$ cat config.mk
export PLATFORM = sky130hd
export DESIGN_NAME = pc_sequencer
export DESIGN_NICKNAME = d
export VERILOG_FILES = /design/src/rtl/pc_sequencer.sv
export SDC_FILE = /design/constraint.sdc
export NUM_CORES = 1
export LEC_CHECK = 0
export ABC_CLOCK_PERIOD_IN_PS = 1300
export CORE_AREA = 4 4 59 61
export CTS_CLUSTER_DIAMETER = 50
export DETAILED_ROUTE_END_ITERATION = 10
export DIE_AREA = 0 0 63 65
export DONT_BUFFER_PORTS = 1
export MAX_ROUTING_LAYER = met4
export PLACE_DENSITY = 0.71
export SLEW_MARGIN = 20
export SYNTH_ARGS = -nofsm -noshare
export SYNTH_HDL_FRONTEND = slang
export SYNTH_SLANG_ARGS = --single-unit
$ cat constraint.sdc
create_clock -name clock -period 1.3 [get_ports clock]
set_input_delay 0.26 -clock clock [delete_from_list [all_inputs] [get_ports clock]]
set_output_delay 0.26 -clock clock [all_outputs]
set_load 0.05 [all_outputs]
$ cat src/rtl/pc_sequencer.sv
// pc_sequencer: fetch/execute/update control sequencer for a simple PC datapath.
//
// Purpose:
//   Walks IDLE -> FETCH -> EXEC -> UPDATE -> FETCH ... and stops in HALT when a
//   halt has been requested. Every instruction that has entered FETCH runs to
//   completion, including its single-cycle PC update, unless reset aborts it.
//   All outputs are registered: each output flop is loaded from a value derived
//   from the next state, so outputs line up with the state they belong to.
//
// Optional feature (macro SEQ_TIMEOUT_EN):
//   When defined, FETCH gives up after TIMEOUT cycles without imem_ack and the
//   sequencer enters the terminal ERR state with err set. When undefined, there
//   is no counter, FETCH waits forever and err is tied to 0.
//
// Ports:
//   clock, reset       rising-edge clock, asynchronous active-high reset
//   start              leave IDLE and begin sequencing
//   halt_req           stop after the current instruction
//   imem_ack/imem_data instruction memory response (used only in FETCH)
//   exec_done          execute finished (used only in EXEC), with br_taken/br_offset
//   imem_req           fetch request, high in every FETCH cycle
//   en_cnt/en_offset   PC increment / PC add-offset enables (UPDATE only, exclusive)
//   pc_offset          branch offset to the PC (UPDATE only, else 0)
//   ir, ir_valid       instruction register and its EXEC-only valid flag
//   state, err         current state encoding, fetch timeout flag
module pc_sequencer #(
    parameter int unsigned SZB     = 16,
    parameter int unsigned TIMEOUT = 15
) (
    input  logic           clock,
    input  logic           reset,
    input  logic           start,
    input  logic           halt_req,
    input  logic           imem_ack,
    input  logic [SZB-1:0] imem_data,
    input  logic           exec_done,
    input  logic           br_taken,
    input  logic [SZB-1:0] br_offset,
    output logic           imem_req,
    output logic           en_cnt,
    output logic           en_offset,
    output logic [SZB-1:0] pc_offset,
    output logic [SZB-1:0] ir,
    output logic           ir_valid,
    output logic [2:0]     state,
    output logic           err
);

    typedef enum logic [2:0] {
        S_IDLE   = 3'd0,
        S_FETCH  = 3'd1,
        S_EXEC   = 3'd2,
        S_UPDATE = 3'd3,
        S_HALT   = 3'd4,
        S_ERR    = 3'd5
    } state_e;

    state_e         state_q, state_d;
    logic           imem_req_q, imem_req_d;
    logic           en_cnt_q, en_cnt_d;
    logic           en_offset_q, en_offset_d;
    logic [SZB-1:0] pc_offset_q, pc_offset_d;
    logic [SZB-1:0] ir_q, ir_d;
    logic           ir_valid_q, ir_valid_d;
    logic           halt_pend_q, halt_pend_d;
    logic           timeout_c;

`ifdef SEQ_TIMEOUT_EN
    localparam int unsigned CNT_W = (TIMEOUT > 1) ? $clog2(TIMEOUT) : 1;

    logic [CNT_W-1:0] cnt_q, cnt_d;
    logic             err_q, err_d;

    // Counter holds the number of ack-less FETCH cycles already spent; the
    // TIMEOUT-th such cycle redirects to ERR.
    always_comb begin
        timeout_c = (state_q == S_FETCH) && !imem_ack
                    && (32'(cnt_q) == TIMEOUT - 32'd1);
        cnt_d     = cnt_q;
        if ((state_q == S_FETCH) && !imem_ack && !timeout_c) begin
            cnt_d = cnt_q + CNT_W'(1);
        end
        if ((state_d == S_FETCH) && (state_q != S_FETCH)) begin
            cnt_d = '0;
        end
        err_d = err_q | (state_d == S_ERR);
    end

    always_ff @(posedge clock or posedge reset) begin
        if (reset) begin
            cnt_q <= '0;
            err_q <= 1'b0;
        end else begin
            cnt_q <= cnt_d;
            err_q <= err_d;
        end
    end

    assign err = err_q;
`else
    logic unused_timeout;

    assign timeout_c      = 1'b0;
    assign err            = 1'b0;
    assign unused_timeout = ^TIMEOUT;
`endif

    // Next state and next registered outputs.
    always_comb begin
        state_d     = state_q;
        ir_d        = ir_q;
        halt_pend_d = halt_pend_q;
        en_cnt_d    = 1'b0;
        en_offset_d = 1'b0;
        pc_offset_d = '0;

        case (state_q)
            S_IDLE: begin
                if (halt_req) begin
                    state_d = S_HALT;
                end else if (start) begin
                    state_d = S_FETCH;
                end
            end
            S_FETCH: begin
                halt_pend_d = halt_pend_q | halt_req;
                if (imem_ack) begin
                    ir_d    = imem_data;
                    state_d = S_EXEC;
                end else if (timeout_c) begin
                    state_d = S_ERR;
                end
            end
            S_EXEC: begin
                halt_pend_d = halt_pend_q | halt_req;
                // The UPDATE-cycle enables capture the branch outcome here.
                if (exec_done) begin
                    state_d     = S_UPDATE;
                    en_offset_d = br_taken;
                    en_cnt_d    = !br_taken;
                    pc_offset_d = br_taken ? br_offset : '0;
                end
            end
            S_UPDATE: begin
                halt_pend_d = halt_pend_q | halt_req;
                state_d     = (halt_pend_q || halt_req) ? S_HALT : S_FETCH;
            end
            S_HALT:  state_d = S_HALT;
            S_ERR:   state_d = S_ERR;
            default: state_d = S_IDLE;
        endcase

        imem_req_d = (state_d == S_FETCH);
        ir_valid_d = (state_d == S_EXEC);
    end

    // State and output registers.
    always_ff @(posedge clock or posedge reset) begin
        if (reset) begin
            state_q     <= S_IDLE;
            imem_req_q  <= 1'b0;
            en_cnt_q    <= 1'b0;
            en_offset_q <= 1'b0;
            pc_offset_q <= '0;
            ir_q        <= '0;
            ir_valid_q  <= 1'b0;
            halt_pend_q <= 1'b0;
        end else begin
            state_q     <= state_d;
            imem_req_q  <= imem_req_d;
            en_cnt_q    <= en_cnt_d;
            en_offset_q <= en_offset_d;
            pc_offset_q <= pc_offset_d;
            ir_q        <= ir_d;
            ir_valid_q  <= ir_valid_d;
            halt_pend_q <= halt_pend_d;
        end
    end

    assign state     = state_q;
    assign imem_req  = imem_req_q;
    assign en_cnt    = en_cnt_q;
    assign en_offset = en_offset_q;
    assign pc_offset = pc_offset_q;
    assign ir        = ir_q;
    assign ir_valid  = ir_valid_q;

endmodule

-- Yosys cells after proc, flatten, opt, wreduce, memory -nomap -nowiden
Index checks and enable logic that the tools add are counted.
- register bits: 40
- input bits: 39
- output and inout bits: 40
- eq/ne operators: 7
- muxes and demuxes: 13
- bitwise operators: 1
- reductions and logical operators: 5
- operator list (operator ; number):
    16-bit 2-to-1 mux ; 3
    3-bit one-hot mux with 6 select lines ; 1
    3-bit 2-to-1 mux ; 5
    3-bit by 2-bit == test with 1-bit output, second input constant ; 3
    3-bit by 1-bit == test with 1-bit output, second input constant ; 2
    3-bit == test, second input constant ; 2
    1-bit 2-to-1 mux ; 4
    3-bit zero test ; 1
    3-bit OR reduction ; 1
    2-bit AND reduction ; 1
    1-bit zero test ; 1
    1-bit logical OR ; 1
    1-bit OR ; 1

-- Longest topological paths before layout
Gate-level depths: netlist (run 1).
- depth after elaboration: 4
- mapped depth: 5

-- Worst setup path after synthesis (run 1)
OpenSTA, ideal clock, no wires.
- kind: reg2reg
- start: reg state_q[0], in the netlist state[0]
- end: reg ir_q[0], in the netlist ir[0]
- data arrival time: 1635 ps
- slack: -460 ps
- cell stages (with the launch flop): 6
- period minus slack after synthesis: 1760 ps
- cells stage by stage: dfrtp_1 clkbuf_2 nand3b_4 nor2_4 buf_12 mux2_4
- longest elaborated chain between the ends: 2
- RTL lines (element ; RTL line ; text):
    start, declared ; 58 ; state_e state_q, state_d;
    start signal, assigned ; 169 ; state_q <= state_d;
    3-bit by 1-bit == test with 1-bit output ; 117 ; case (state_q)
    2-bit AND reduction (no source line) ; - ;
    end signal, assigned ; 174 ; ir_q <= ir_d;
    end, declared ; 63 ; logic [SZB-1:0] ir_q, ir_d;
No other way between the ends.
A chain may end at the register's enable or synchronous reset.

-- Worst setup path in the final report (run 1)
- start: reg state_q[0], in the netlist state[0]
- end: out state[0]
- RTL lines (element ; RTL line ; text):
    end, declared ; 45 ; output logic [2:0] state,
No word-level cell between the ends.

==> results of run 1 <==
==> state kept, by name (all words and copies together), names as in the netlist <==
name and flops:
en_cnt 1, en_offset 1, halt_pend_q 1, imem_req 1, ir 16, ir_valid 1
pc_offset 16, state 3
==> cell usage in the layout (no fill, tap or decap), types with 2 or more instances in the layout <==
| cell | n |
|---|---|
| a21oi_1 | 2 |
| and2_1 | 14 |
| and2_4 | 2 |
| buf_12 | 3 |
| buf_4 | 21 |
| buf_6 | 3 |
| clkbuf_1 | 2 |
| clkbuf_4 | 5 |
| dfrtp_1 | 36 |
| dfrtp_2 | 4 |
| dlygate4sd3_1 | 3 |
| inv_1 | 3 |
| mux2_4 | 16 |
| nand2b_1 | 2 |
| nor2_1 | 3 |
| nor2_4 | 4 |
| nor2b_1 | 2 |
| o211ai_1 | 2 |
| o21ai_1 | 2 |
==> worst max-delay path by stage <==
stage	startpoint	end	slack (ns)	cells past startpoint
2_1_floorplan	state[0]	ir[0]	-0.28	5
3_3_place_gp	state[1]	ir[13]	0.03	4
3_5_place_dp	state[1]	ir[14]	-0.02	4
4_1_cts	state[0]	state[0]	-0.05	2
5_1_grt	state[0]	state[0]	-0.10	2
6_report	state[0]	state[0]	-0.04	2
==> cells by family (layout without fill, tap and decap cells) <==
kind of cell | Yosys count | count (layout)
multiplexers | 16 | 16
AO/OA/AOI/OAI | 9 | 9
other | 1 | 1
AND/OR/NAND/NOR | 30 | 32
flip-flops | 40 | 40
buffers and inverters | 8 | 42
==> synthesized netlist by cell type <==
library cell	count	area, um^2
a21oi_1	2	10.01
and2_1	16	100.1
and3b_1	1	8.760
buf_12	1	20.02
buf_4	2	15.01
buf_6	1	11.26
clkbuf_2	1	5.000
conb_1	1	3.750
dfrtp_1	40	1001
inv_1	3	11.26
mux2_2	6	67.56
mux2_4	10	150.1
nand2b_1	2	12.51
nand3b_4	1	20.02
nand4bb_4	1	27.53
nor2_1	3	11.26
nor2_4	2	22.52
nor2b_1	2	12.51
nor3b_1	1	7.510
o211ai_1	2	15.01
o21ai_0	2	10.01
o21bai_1	1	7.510
o22ai_1	1	6.260
o31ai_1	1	7.510
or2b_1	1	7.510
==> metrics by stage <==
step | hold WS [ns] | power (W) | setup slack (ns) | std cells | cell area, um^2
after detailed placement | 0.3002 | 0.003318 | -0.02267 | 155 | 1750
after CTS | 0.02308 | 0.004037 | -0.05303 | 171 | 1938
after global placement | 0.2878 | 0.003286 | 0.02943 | 155 | 1750
final | 0.03905 | 0.004005 | -0.04153 | 173 | 1963
after global routing | 0.00003092 | 0.004191 | -0.1021 | 173 | 1963
after floorplan | 0.3264 | 0.002865 | -0.2789 | 104 | 1588
==> critical path, cell delays in order (launching register included) <==
cell	delay (ns)
dfrtp_2	0.46
buf_6	0.14
buf_8	0.14
==> layer usage <==
metal	part of all wire	track usage
met1	0.40	0.1929
met2	0.49	0.2516
met3	0.095	0.08319
met4	0.015	0.06612
met5	0	-
==> power groups by stage <==
stage	sequential, W	clock, W	combinational (W)
detailed placement	0.00166	0	0.00166
floorplan	0.00245	0	0.000416
finish	0.00163	0.000572	0.00180
global placement	0.00165	0	0.00164
global route	0.00167	0.000657	0.00187
CTS	0.00163	0.000593	0.00181
==> area by class of cell <==
cell class | instances | area share
timing repair buffer | 31 | 0.1511
clock buffer | 7 | 0.02294
clock inverter | 1 | 0.002549
inverter | 3 | 0.005736
sequential | 40 | 0.5124
tap | 33 | 0.02103
multi-input combinational | 58 | 0.2843
==> repair_timing <==
item                                    CTS  global route
buffers inserted                          3             2
hold buffers                              3             0
resized for setup                        16             5
endpoints found under the hold margin    42             0
gates cloned                              2             0
pin swaps                                 6             3
endpoints found under the setup margin    8            39
==> flow_metrics.env, run 1 <==
export IMPL_cts_htree_levels=2
export IMPL_critPathKind="flop to output port"
export IMPL_violations="negative setup slack"
export IMPL_setup_viol=9
export IMPL_clk_latency_ns=0.34
export IMPL_switching_share=0.4029
export IMPL_powerDensity_nw_per_um2=2040
export IMPL_root_buffer="clkbuf_4"
export IMPL_ff2ff_setup_slack_ns=-0.01
export IMPL_grt_pass1_vias=925
export IMPL_ys_types=25
export IMPL_drc=0
export IMPL_syn_inst=104
export IMPL_syn_cell_area_um2=1572
export IMPL_fin_ws_ns=-0.04153
export IMPL_grt_max_degree=41
export IMPL_grt_pass1_wl_mm=4.995
export IMPL_nNetsFinal=178
export IMPL_slew_violations=0
export IMPL_tritoncts="yes"
export IMPL_internal_power_w=0.002391
export IMPL_combinationalPowerShare=0.450
export IMPL_dieArea_um2=4095
export IMPL_nFillCells=215
export IMPL_switchingPower_w=0.001614
export IMPL_clockBufferDepth=2
export IMPL_port_buffers=0
export IMPL_final_util=0.6592
export IMPL_track_usage=0.1678
export IMPL_worstPathRequired_ns=1.04
export IMPL_period_share=1.032
export IMPL_p_leak_nw=0.9697
export IMPL_fin_skew_ns=0.01871
export IMPL_antenna_found_initial=0
export IMPL_layout_drive_gt1_share=0.4429
export IMPL_gp_congestion=0.7116
export IMPL_cts_buffers=5
export IMPL_dieWidth_um=63
export IMPL_hold_path_cell_count=1
export IMPL_r2r_start="state[1]"
export IMPL_postRouteAntennaNets=0
export IMPL_p_seq_frac=0.407
export IMPL_dr_first_iter_drc_count=33
export IMPL_io_pins=79
export IMPL_synth_xor_area_frac=0
export IMPL_antenna_diode_count=0
export IMPL_multiInputGateArea_um2=558.0
export IMPL_vias=889
export IMPL_grt_overflow_total=0
export IMPL_seq_area_frac_synth=0.6369
export IMPL_synth_compound_area_share=0.03583
export IMPL_regArea_um2=1006
export IMPL_hold_path_class="primary input to flop"
export IMPL_reg2regPathDepth=4
export IMPL_post_drt_wl_per_cell_um=18.23
export IMPL_p_clk_frac=0.143
export IMPL_critPathMaxFanout=4
export IMPL_rows=20
export IMPL_muxShareOfSynthArea=0.1385
export IMPL_worstHoldStart="br_offset[2]"
export IMPL_core_area_um2=2978
export IMPL_regToRegEndpoint="ir[14]"
export IMPL_areaGrowthSynthToFinish_pct=24.92
export IMPL_drt_wl_total_mm=3.153
export IMPL_rsz0062_at_grt="yes"
export IMPL_cap_violations=0
export IMPL_place_hpwl_mm=2.132
export IMPL_cp_end_kind="output port"
export IMPL_syn_avg_cell_area_um2=15.11
export IMPL_synth_seq_cells=40
export IMPL_synthSimpleGateAreaFrac=0.1465
export IMPL_peakVddDrop_mv=0.8015
export IMPL_synthAdderAreaFrac=0
export IMPL_vias_per_cell=5.139
export IMPL_die_y_um=65
export IMPL_clk_pin_slew_ns=0.12
export IMPL_outcome="finished, violations left"
export IMPL_period_minus_slack_ns=1.342
export IMPL_syn_nets=143
export IMPL_hold_violations=0
export IMPL_tns_ns=-0.07993
export IMPL_yosysWarnings=0
export IMPL_critPathLaunchType="flop"
export IMPL_crit_arrival_ns=1.08
export IMPL_firstDrtPassIters=3
export IMPL_cts_sinks=40
export IMPL_fmax_mhz=745.4
export IMPL_synth_top_family_by_area="simple AND/OR/NAND/NOR gates"
export IMPL_start_util=0.5277
export IMPL_min_to="pc_offset[2]"
Note: power is estimated with default switching activity, not from simulation.
==> run 2, diff against run 1 <==
- ABC_AREA: not set -> 1
- PLACE_DENSITY: 0.71 -> 0.69
==> flow_metrics.env, run 2 <==
export IMPL_grt_pass1_wl_mm=5.106
export IMPL_areaGrowthSynthToFinish_pct=21.73
export IMPL_yosysWarnings=0
export IMPL_layout_drive_gt1_share=0.1554
export IMPL_peakVddDrop_mv=0.8507
export IMPL_muxShareOfSynthArea=0
export IMPL_crit_arrival_ns=1.49
export IMPL_root_buffer="clkbuf_4"
export IMPL_antenna_found_initial=0
export IMPL_ys_types=18
export IMPL_postRouteAntennaNets=0
export IMPL_cts_htree_levels=2
export IMPL_ff2ff_setup_slack_ns=0.05
export IMPL_hold_violations=0
export IMPL_cp_slowest_cell="dfrtp_2"
export IMPL_synthAdderAreaFrac=0
export IMPL_grt_max_degree=41
export IMPL_cp_common_cell="nand2_1"
export IMPL_grt_overflow_total=0
export IMPL_hold_path_class="primary input to flop"
export IMPL_cts_sinks=40
export IMPL_clk_latency_ns=0.34
export IMPL_final_common_cell="nand2_1"
export IMPL_io_pins=79
export IMPL_vias=1096
export IMPL_gp_congestion=0.7075
export IMPL_critPathKind="flop to flop"
export IMPL_period_minus_slack_ns=1.254
export IMPL_critPathMaxFanout=13
export IMPL_synth_seq_cells=40
export IMPL_drc=0
export IMPL_synth_compound_area_share=0.009764
export IMPL_port_buffers=0
export IMPL_dpl_cell_count=198
export IMPL_syn_avg_cell_area_um2=9.320
export IMPL_dieArea_um2=4095
export IMPL_synth_edff_count=0
export IMPL_cap_violations=0
export IMPL_drt_wl_total_mm=3.112
export IMPL_ys_top_cells_by_count="nand2_1 (57), dfrtp_1 (40), nor2_1 (27)"
export IMPL_outcome="finished clean"
export IMPL_start_util=0.5164
export IMPL_firstDrtPassIters=4
export IMPL_post_drt_wl_per_cell_um=13.77
export IMPL_synthSimpleGateAreaFrac=0.2482
export IMPL_dieWidth_um=63
export IMPL_synth_xor_area_frac=0
export IMPL_yosys_area_top_type_share=0.6509
export IMPL_tns_ns=0
export IMPL_syn_inst=165
export IMPL_place_hpwl_mm=2.138
export IMPL_fin_cells=226
export IMPL_antenna_diode_count=0
export IMPL_syn_nets=204
export IMPL_grt_pass1_vias=1131
export IMPL_synth_ff_type="dfrtp_1"
export IMPL_nNetsFinal=231
export IMPL_clockBufferDepth=2
export IMPL_fin_skew_ns=0.01189
export IMPL_pre_cts_ws_ns=0.06206
export IMPL_critPathLaunchType="flop"
export IMPL_whs_ns=0.02634
export IMPL_p_leak_nw=1.044
export IMPL_vias_per_cell=4.850
export IMPL_dr_first_iter_drc_count=45
export IMPL_yosysTopAreaCell="dfrtp_1"
export IMPL_rows=20
export IMPL_setup_viol=0
export IMPL_core_area_um2=2978
export IMPL_track_usage=0.1691
export IMPL_yosysMostFrequentCell="nand2_1"
export IMPL_slew_violations=0
export IMPL_seq_area_frac_synth=0.6509
export IMPL_synth_top_family_by_area="simple AND/OR/NAND/NOR gates"
export IMPL_ys_async_sr_fraction=1.000
export IMPL_cp_end_kind="flop"
export IMPL_synthTopCellsByArea="dfrtp_1 (65%), nand2_1 (14%), nor2_1 (6.6%), inv_1 (5.6%), buf_6 (1.5%)"
export IMPL_period_share=0.9648
export IMPL_final_cell_mix="nand2_1 (57), dfrtp_1 (30), nor2_1 (27), inv_1 (23), dlygate4sd3_1 (18)"
export IMPL_tritoncts="yes"
export IMPL_fin_ws_ns=0.04572
export IMPL_fmax_mhz=797.3
export IMPL_worstPathRequired_ns=1.53
export IMPL_cts_buffers=5
export IMPL_rsz0062_at_grt="yes"
export IMPL_syn_cell_area_um2=1538
export IMPL_powerDensity_nw_per_um2=2129
export IMPL_clk_pin_slew_ns=0.12
export IMPL_final_util=0.6286
export IMPL_die_y_um=65
export IMPL_cpPeakStageDelay_ns=0.44
export IMPL_cp_cell_sequence="buf_12 > nor2_4 > nand3_4 > buf_4 > nand2_1 > nand2_1"
==> run 2: cell count changes in the layout (fill, tap and decap cells not counted), moves of 6 or more <==
cell           change
buf_4             -15
dlygate4sd3_1     +15
and2_1            -14
inv_1             +20
dfrtp_2            +6
dfrtp_1            -6
mux2_4            -16
nand2_1           +57
nor2_1            +24
==> run 2: cells by family after synthesis <==
| family | count (synthesis) |
|---|---|
| flip-flops | 40 |
| buffers and inverters | 30 |
| other | 1 |
| AO/OA/AOI/OAI | 2 |
| AND/OR/NAND/NOR | 92 |
==> run 2: final cells by class <==
| cell class | instances | area [um^2] |
|---|---|---|
| Inverter | 25 | 96.34 |
| Clock buffer | 7 | 55.05 |
| Clock inverter | 1 | 7.507 |
| Tap cell | 33 | 41.29 |
| Timing Repair Buffer | 25 | 245.2 |
| Fill cell | 250 | 1106 |
| Sequential cell | 40 | 1013 |
| Multi-Input combinational cell | 95 | 412.9 |
==> run 2: worst max-delay path: cells and delay by family (launching register included) <==
| kind | cells | cell delay [ns] |
|---|---|---|
| flip-flops | 1 | 0.44 |
| buffers and inverters | 2 | 0.34 |
| AND/OR/NAND/NOR | 4 | 0.37 |
==> run 2: power by group <==
| part | internal, W | switching (W) |
|---|---|---|
| combinational | 0.000288 | 0.000478 |
| sequential | 0.00153 | 0.00105 |
| clock | 0.000265 | 0.000373 |
| total | 0.00209 | 0.00190 |
==> run 2: path summary, 6_finish.rpt <==
path                           endpoint  depth (start not counted)    startpoint
min                               ir[4]                          2  imem_data[4]
min reg2reg                 halt_pend_q                          1   halt_pend_q
max reg2reg                      ir[12]                          6      state[1]
max in group asynchronous      state[2]                          3         reset
min in group asynchronous  pc_offset[1]                          3         reset
max                              ir[12]                          6      state[1]
==> run 2: through the flow <==
| step | cell area [um^2] | total power, W |
|---|---|---|
| final | 1872 | 0.003985 |
| after global routing | 1872 | 0.004203 |
| after CTS | 1851 | 0.004003 |
| after detailed placement | 1580 | 0.003282 |
| after global placement | 1580 | 0.003244 |
| after floorplan | 1554 | 0.003105 |
==> run 2: repair_timing <==
action                                 CTS  global route
hold buffers                            18             0
setup endpoints to repair                1            23
gates resized for setup                  0             9
endpoints found under the hold margin   57             0
buffers inserted                         2             0
==> run 2: layer usage <==
layer	GRT usage	routed length (um)	vias up
li1	-	-	531
met3	0.07452	290	7
met2	0.2872	1624	49
met1	0.1684	1136	509
met5	-	0	-
met4	0.07438	61	0
